<file path="src/rtl/sprite_pixel_pipe_if.sv">
// Signal bundle between the sprite pixel pipe, the raster/player logic and the sprite ROM.
// The master modport is the pipe itself; the slave modport is its surrounding environment.
interface sprite_pixel_pipe_if;
    logic [9:0]  hcount;
    logic [9:0]  vcount;
    logic        video_on;
    logic        frame_tick;
    logic [9:0]  pos_x;
    logic [9:0]  pos_y;
    logic        facing_left;
    logic        walking;
    logic [13:0] rom_addr;
    logic        rom_reverse;
    logic [1:0]  frame_sel;
    logic [11:0] rom_data;
    logic [11:0] pixel_out;
    logic        pixel_opaque;

    modport master (
        input  hcount, vcount, video_on, frame_tick,
        input  pos_x, pos_y, facing_left, walking,
        input  rom_data,
        output rom_addr, rom_reverse, frame_sel,
        output pixel_out, pixel_opaque
    );

    modport slave (
        output hcount, vcount, video_on, frame_tick,
        output pos_x, pos_y, facing_left, walking,
        output rom_data,
        input  rom_addr, rom_reverse, frame_sel,
        input  pixel_out, pixel_opaque
    );
endinterface

</file>
<file path="src/rtl/sprite_pixel_pipe.sv">
// Sprite ROM front end: raster-to-ROM address, transparency keying and the
// idle/walk animation sequencer. Pixel latency from hcount/vcount is 3 clocks.
module sprite_pixel_pipe #(
    parameter int unsigned FRAMES_PER_STEP = 8,
    parameter logic [11:0] KEY_COLOR       = 12'h0F0
) (
    input  logic                clk,
    input  logic                rst_n,
    sprite_pixel_pipe_if.master bus
);
    // state | meaning
    // IDLE  | standing pose, frame_sel 00
    // WALK1 | first walk pose, frame_sel 01
    // WALK2 | second walk pose, frame_sel 10
    typedef enum logic [1:0] {
        IDLE  = 2'b00,
        WALK1 = 2'b01,
        WALK2 = 2'b10
    } anim_state_t;

    localparam logic [7:0] STEP_LAST = 8'(FRAMES_PER_STEP - 1);

    logic [9:0]  lat_x;
    logic [9:0]  lat_y;
    logic        lat_rev;

    logic [10:0] x_end;
    logic [10:0] y_end;
    logic        in_box;
    logic [6:0]  col;
    logic [6:0]  row;

    logic [13:0] rom_addr_q;
    logic        in_box_d1;
    logic        in_box_d2;
    logic [11:0] pixel_q;
    logic        opaque_q;

    anim_state_t state_q;
    anim_state_t state_d;
    logic [7:0]  cnt_q;
    logic [7:0]  cnt_d;
    logic [1:0]  frame_sel_q;
    logic [1:0]  frame_sel_d;

    // Position and mirror only move during vertical blank, so a frame never tears.
    always_ff @(posedge clk or negedge rst_n) begin
        if (!rst_n) begin
            lat_x   <= '0;
            lat_y   <= '0;
            lat_rev <= 1'b0;
        end else if (bus.frame_tick) begin
            lat_x   <= bus.pos_x;
            lat_y   <= bus.pos_y;
            lat_rev <= bus.facing_left;
        end
    end

    // 11-bit box ends keep a sprite hanging off the right/bottom edge clipped.
    assign x_end  = {1'b0, lat_x} + 11'd128;
    assign y_end  = {1'b0, lat_y} + 11'd128;
    assign in_box = bus.video_on
                 && (bus.hcount >= lat_x) && ({1'b0, bus.hcount} < x_end)
                 && (bus.vcount >= lat_y) && ({1'b0, bus.vcount} < y_end);
    assign col    = bus.hcount[6:0] - lat_x[6:0];
    assign row    = bus.vcount[6:0] - lat_y[6:0];

    always_ff @(posedge clk or negedge rst_n) begin
        if (!rst_n) begin
            rom_addr_q <= '0;
            in_box_d1  <= 1'b0;
            in_box_d2  <= 1'b0;
            pixel_q    <= '0;
            opaque_q   <= 1'b0;
        end else begin
            rom_addr_q <= in_box ? {row, col} : 14'd0;
            in_box_d1  <= in_box;
            in_box_d2  <= in_box_d1;
            if (in_box_d2 && (bus.rom_data != KEY_COLOR)) begin
                pixel_q  <= bus.rom_data;
                opaque_q <= 1'b1;
            end else begin
                pixel_q  <= 12'h000;
                opaque_q <= 1'b0;
            end
        end
    end

    always_ff @(posedge clk or negedge rst_n) begin
        if (!rst_n) begin
            state_q     <= IDLE;
            cnt_q       <= '0;
            frame_sel_q <= 2'b00;
        end else begin
            state_q     <= state_d;
            cnt_q       <= cnt_d;
            frame_sel_q <= frame_sel_d;
        end
    end

    // Step timer counts down to zero; dropping walking always beats a pose change.
    always_comb begin
        state_d = state_q;
        cnt_d   = cnt_q;
        if (bus.frame_tick) begin
            case (state_q)
                IDLE: begin
                    if (bus.walking) begin
                        state_d = WALK1;
                        cnt_d   = STEP_LAST;
                    end
                end
                WALK1, WALK2: begin
                    if (!bus.walking) begin
                        state_d = IDLE;
                        cnt_d   = '0;
                    end else if (cnt_q == 8'd0) begin
                        state_d = (state_q == WALK1) ? WALK2 : WALK1;
                        cnt_d   = STEP_LAST;
                    end else begin
                        cnt_d = cnt_q - 8'd1;
                    end
                end
                default: begin
                    state_d = IDLE;
                    cnt_d   = '0;
                end
            endcase
        end
    end

    always_comb begin
        frame_sel_d = 2'b00;
        case (state_d)
            WALK1:   frame_sel_d = 2'b01;
            WALK2:   frame_sel_d = 2'b10;
            default: frame_sel_d = 2'b00;
        endcase
    end

    assign bus.rom_addr     = rom_addr_q;
    assign bus.rom_reverse  = lat_rev;
    assign bus.frame_sel    = frame_sel_q;
    assign bus.pixel_out    = pixel_q;
    assign bus.pixel_opaque = opaque_q;
endmodule

</file>
<file path="src/flat_wrapper.sv">
// flat-port wrapper written by rule: the top's interface ports become plain ports
module sprite_pixel_pipe_flat 
#(
    parameter int unsigned FRAMES_PER_STEP = 8,
    parameter logic [11:0] KEY_COLOR       = 12'h0F0
)
  (clk, rst_n, bus_hcount, bus_vcount, bus_video_on, bus_frame_tick, bus_pos_x, bus_pos_y, bus_facing_left, bus_walking, bus_rom_data, bus_rom_addr, bus_rom_reverse, bus_frame_sel, bus_pixel_out, bus_pixel_opaque);
  sprite_pixel_pipe_if bus_i ();
  input  logic clk;
  input  logic rst_n;
  input wire logic [$bits(bus_i.hcount)-1:0] bus_hcount;
  input wire logic [$bits(bus_i.vcount)-1:0] bus_vcount;
  input wire logic [$bits(bus_i.video_on)-1:0] bus_video_on;
  input wire logic [$bits(bus_i.frame_tick)-1:0] bus_frame_tick;
  input wire logic [$bits(bus_i.pos_x)-1:0] bus_pos_x;
  input wire logic [$bits(bus_i.pos_y)-1:0] bus_pos_y;
  input wire logic [$bits(bus_i.facing_left)-1:0] bus_facing_left;
  input wire logic [$bits(bus_i.walking)-1:0] bus_walking;
  input wire logic [$bits(bus_i.rom_data)-1:0] bus_rom_data;
  output wire logic [$bits(bus_i.rom_addr)-1:0] bus_rom_addr;
  output wire logic [$bits(bus_i.rom_reverse)-1:0] bus_rom_reverse;
  output wire logic [$bits(bus_i.frame_sel)-1:0] bus_frame_sel;
  output wire logic [$bits(bus_i.pixel_out)-1:0] bus_pixel_out;
  output wire logic [$bits(bus_i.pixel_opaque)-1:0] bus_pixel_opaque;
  assign bus_i.hcount = bus_hcount;
  assign bus_i.vcount = bus_vcount;
  assign bus_i.video_on = bus_video_on;
  assign bus_i.frame_tick = bus_frame_tick;
  assign bus_i.pos_x = bus_pos_x;
  assign bus_i.pos_y = bus_pos_y;
  assign bus_i.facing_left = bus_facing_left;
  assign bus_i.walking = bus_walking;
  assign bus_i.rom_data = bus_rom_data;
  assign bus_rom_addr = bus_i.rom_addr;
  assign bus_rom_reverse = bus_i.rom_reverse;
  assign bus_frame_sel = bus_i.frame_sel;
  assign bus_pixel_out = bus_i.pixel_out;
  assign bus_pixel_opaque = bus_i.pixel_opaque;
  sprite_pixel_pipe #(.FRAMES_PER_STEP(FRAMES_PER_STEP), .KEY_COLOR(KEY_COLOR)) u_core (.clk(clk), .rst_n(rst_n), .bus(bus_i));
endmodule
</file>
<file path="config.mk">
export PLATFORM = sky130hd
export DESIGN_NAME = sprite_pixel_pipe_flat
export DESIGN_NICKNAME = d
export VERILOG_FILES = /design/src/rtl/sprite_pixel_pipe_if.sv /design/src/rtl/sprite_pixel_pipe.sv /design/src/flat_wrapper.sv
export SDC_FILE = /design/constraint.sdc
export NUM_CORES = 1
export LEC_CHECK = 0
export CAP_MARGIN = 15
export CORE_AREA = 8 8 104 106
export DETAILED_ROUTE_END_ITERATION = 7
export DIE_AREA = 0 0 112 114
export GPL_ROUTABILITY_DRIVEN = 0
export MAX_ROUTING_LAYER = met4
export PLACE_DENSITY = 0.7
export RECOVER_POWER = 50
export SETUP_SLACK_MARGIN = 0.3
export SLEW_MARGIN = 20
export SYNTH_ARGS = -nofsm -noshare
export SYNTH_HDL_FRONTEND = slang
export SYNTH_SLANG_ARGS = --single-unit
</file>
<file path="constraint.sdc">
create_clock -name clk -period 3.05 [get_ports clk]
set_input_delay 0.4575 -clock clk [delete_from_list [all_inputs] [get_ports clk]]
set_output_delay 0.4575 -clock clk [all_outputs]
set_load 0.02 [all_outputs]
</file>
==> results.md <==
- Avg Cell Area, Syn: 10.0 um2
- CP max FO: 15
- Synth Instances: approximately 340
- Sequential-to-total area share from yosys stat: about 45%
- Antenna fix cells: 0
- Hpwl dp: between 6000 and 7000 um
- Post-route antenna net violation count: 0
- Gr ovfl total: 0
- Starting Density: approximately 38%
- CP required: between 3 and 4 ns
- Netlist area before placement: approximately 3500 um2
- Synth-to-Final Area Change: 34.2%
- Final min period: between 2 and 2.5 ns
- Initial antenna violation count: 0
- Setup crit start kind: input pin
- Synth area leader: dfrtp_1
- Hold_buf cts: 0
- Drt drc: 0
- CTS tree: built
- Core ar.: 9110 um2
- Reg2reg start: u_core.lat_y[7]$_DFFE_PN0P_
- Min-delay src: u_core.in_box_d1$_DFF_PN0_
- Clock root buffer master: clkbuf_8
- Post_cts resized: 0
- Global-route wire length before repair: 13300 um
- Layout Nets: between 500 and 600
- Async SR Flop Fraction: 100%
- Clock-pin slew on the worst setup and hold paths: 0.07 ns
- H-tree Lvls: 3
- Post-CTS Setup Inserts: 0
- Max_cap viols: 1
- Clk_lat worst skew: between 0.3 and 0.4 ns
- Row count: 35
- Reg2reg end: u_core.bus.rom_addr[12]$_DFF_PN0_
- Pwr Density: ~550 nW/um2
- Initial drt markers: 116
- Max Freq: 0.418 GHz
- Post-synth EDFFs: 0
- Worst R2R Path Depth: 8
- RSZ-0062 raised after global routing: no
- Slew @ Worst Pin: 1.69 ns
- Unique masters post-synth: between 50 and 60
- Crit share post-route: roughly 79%
- Setup TNS Final: 0 ns
- Largest net degree at the start of global routing: 35
- CTS buffer count: 9
- VDD IR-drop max: about 0.25 mV
- Vias per cell: 4.90
- Failing checks: max-capacitance violations, max-slew violations
- Layout cells sized above 1: approximately 8.6%
- CP endpoint kind: flip-flop
- Hold Crit Class: flip-flop to flip-flop
- Wire per inst: ~15 um
- #FFs+latches synth: a little over 60
- Final WL: around 8000 um
- Setup-failing EPs final: 0
- First drt pass iteration count: 4
- Area share of the largest cell type after synthesis: roughly 45%
- CP arrival: between 2 and 3 ns
- Commonest non-fill, non-tap cell in the layout: clkdlybuf4s50_1
- R2R Setup Slk: ~0.7 ns
- Synth warn: 0
- Net Count, Synth: between 400 and 500
- Tot GR Track Use: between 10% and 20%
- Status: complete, but fails checks
- Number of cells on the worst hold path: 0
- Die area: between 10000 and 15000 um2
- Final hold vios: 0
- Die X: between 100 and 150 um
- CTS sink count: 62
- Final Max Tran Viols: 31
- Lkg Pwr: around 2.1 nW
- Hold Path End: u_core.in_box_d2$_DFF_PN0_
- Crit Path Class: input pin to flip-flop
- Via count: about 2700
- Chip Height: approximately 110 um
- Top_reg_cell synth: dfrtp_1
- WHS: roughly 0.35 ns
- I/O pin cnt: slightly below 90
- Top cells by area, synth: dfrtp_1, ha_1, o21ai_0
- Commonest non-fill, non-tap cells in the layout: clkdlybuf4s50_1, dfrtp_1, inv_1, nand2_1, ha_1
- I/O Buffers: 87
- Clock buffer depth: 2
- Slew HR: -12.4%
- Number of global-route vias before repair: about 2900
- Worst Skew: slightly below 0.008 ns
- Finished layout cell area: 4640 um2
- Dpl cell area: around 4500 um2
- Worst setup path start: bus_hcount[0]
## through the flow
stage                     utilization (%)  setup WS [ns]  total power, W  instances
after floorplan                         -          0.866         0.00160        344
after global placement               48.9          0.410         0.00186        539
after detailed placement             48.9          0.285         0.00189        539
after CTS                            51.1          0.654         0.00260        555
after global routing                 50.9          0.539         0.00274        555
final                                50.9          0.655         0.00257        555
## worst max-delay path: stages
cell	delay, ns
clkdlybuf4s50_1	0.49
inv_1	0.05
ha_1	0.20
inv_1	0.07
fa_1	0.22
a21oi_1	0.07
nor3b_2	0.21
o31ai_1	0.10
a211o_4	0.45
nor4b_2	0.31
## registers in the layout (all words and copies together), names as in the netlist
signal and count:
u_core.lat_x 10, u_core.state_q 2, u_core.bus.rom_addr 14, u_core.bus.pixel_out 12
u_core.cnt_q 8, u_core.in_box_d1 1, u_core.bus.rom_reverse 1, u_core.in_box_d2 1
u_core.lat_y 10, u_core.bus.pixel_opaque 1, u_core.bus.frame_sel 2
## Yosys cell counts (all sizes together), types with 6 or more instances
| cell type | instances |
|---|---|
| nor3 | 16 |
| dfrtp | 62 |
| inv | 36 |
| nor2 | 16 |
| xor2 | 6 |
| xnor2 | 7 |
| ha | 33 |
| nand2 | 34 |
| and2 | 13 |
| a21oi | 20 |
| o21ai | 31 |
## where the power goes
group	leakage (nW)	total [W]	internal (W)	switching (W)
clock network	0.0950	0.000694	0.000363	0.000331
registers	0.813	0.00101	0.000929	0.0000769
logic	1.19	0.000865	0.000391	0.000475
## logic make-up (layout without fill, tap and decap cells)
logic type                 Yosys count  in the layout  share of synthesized area (%)
adders and majority gates           35             35                           13.1
AOI/OAI and AO/OA                   78             78                           14.4
xor gates and xnor gates            13             13                           3.29
DFF                                 62             62                           44.9
muxes                                4              4                           1.27
and+or+nand+nor                    108            108                           17.9
buffers and inverters               44            144                           5.11
## per-layer routing
metal	part of all wire (%)	GRT usage [%]	vias up	wire, um
met4	1.3	3.87	0	107
met2	47	22.0	72	3810
met1	46	14.9	1271	3730
met5	0	-	-	0
li1	-	-	1368	-
met3	5.9	5.44	10	477
## worst max path at each step
| stage | end | cells after the start |
|---|---|---|
| global placement | u_core.bus.rom_addr[10]$_DFF_PN0_ | 10 |
| floorplan | u_core.bus.rom_addr[11]$_DFF_PN0_ | 10 |
| CTS | u_core.bus.rom_addr[12]$_DFF_PN0_ | 10 |
| detailed placement | u_core.bus.rom_addr[12]$_DFF_PN0_ | 10 |
| finish | u_core.bus.rom_addr[12]$_DFF_PN0_ | 10 |
| global route | u_core.lat_x[9]$_DFFE_PN0P_ | 2 |
## layout make-up
cell class	instances	area [um2]
sequential	62	1550
fill	870	4470
timing repair buffer	92	891
tap	111	139
multi-input combinational	238	1730
clock inverter	4	28.8
clock buffer	12	165
inverter	36	135
Power figures use the tool's default switching activity.
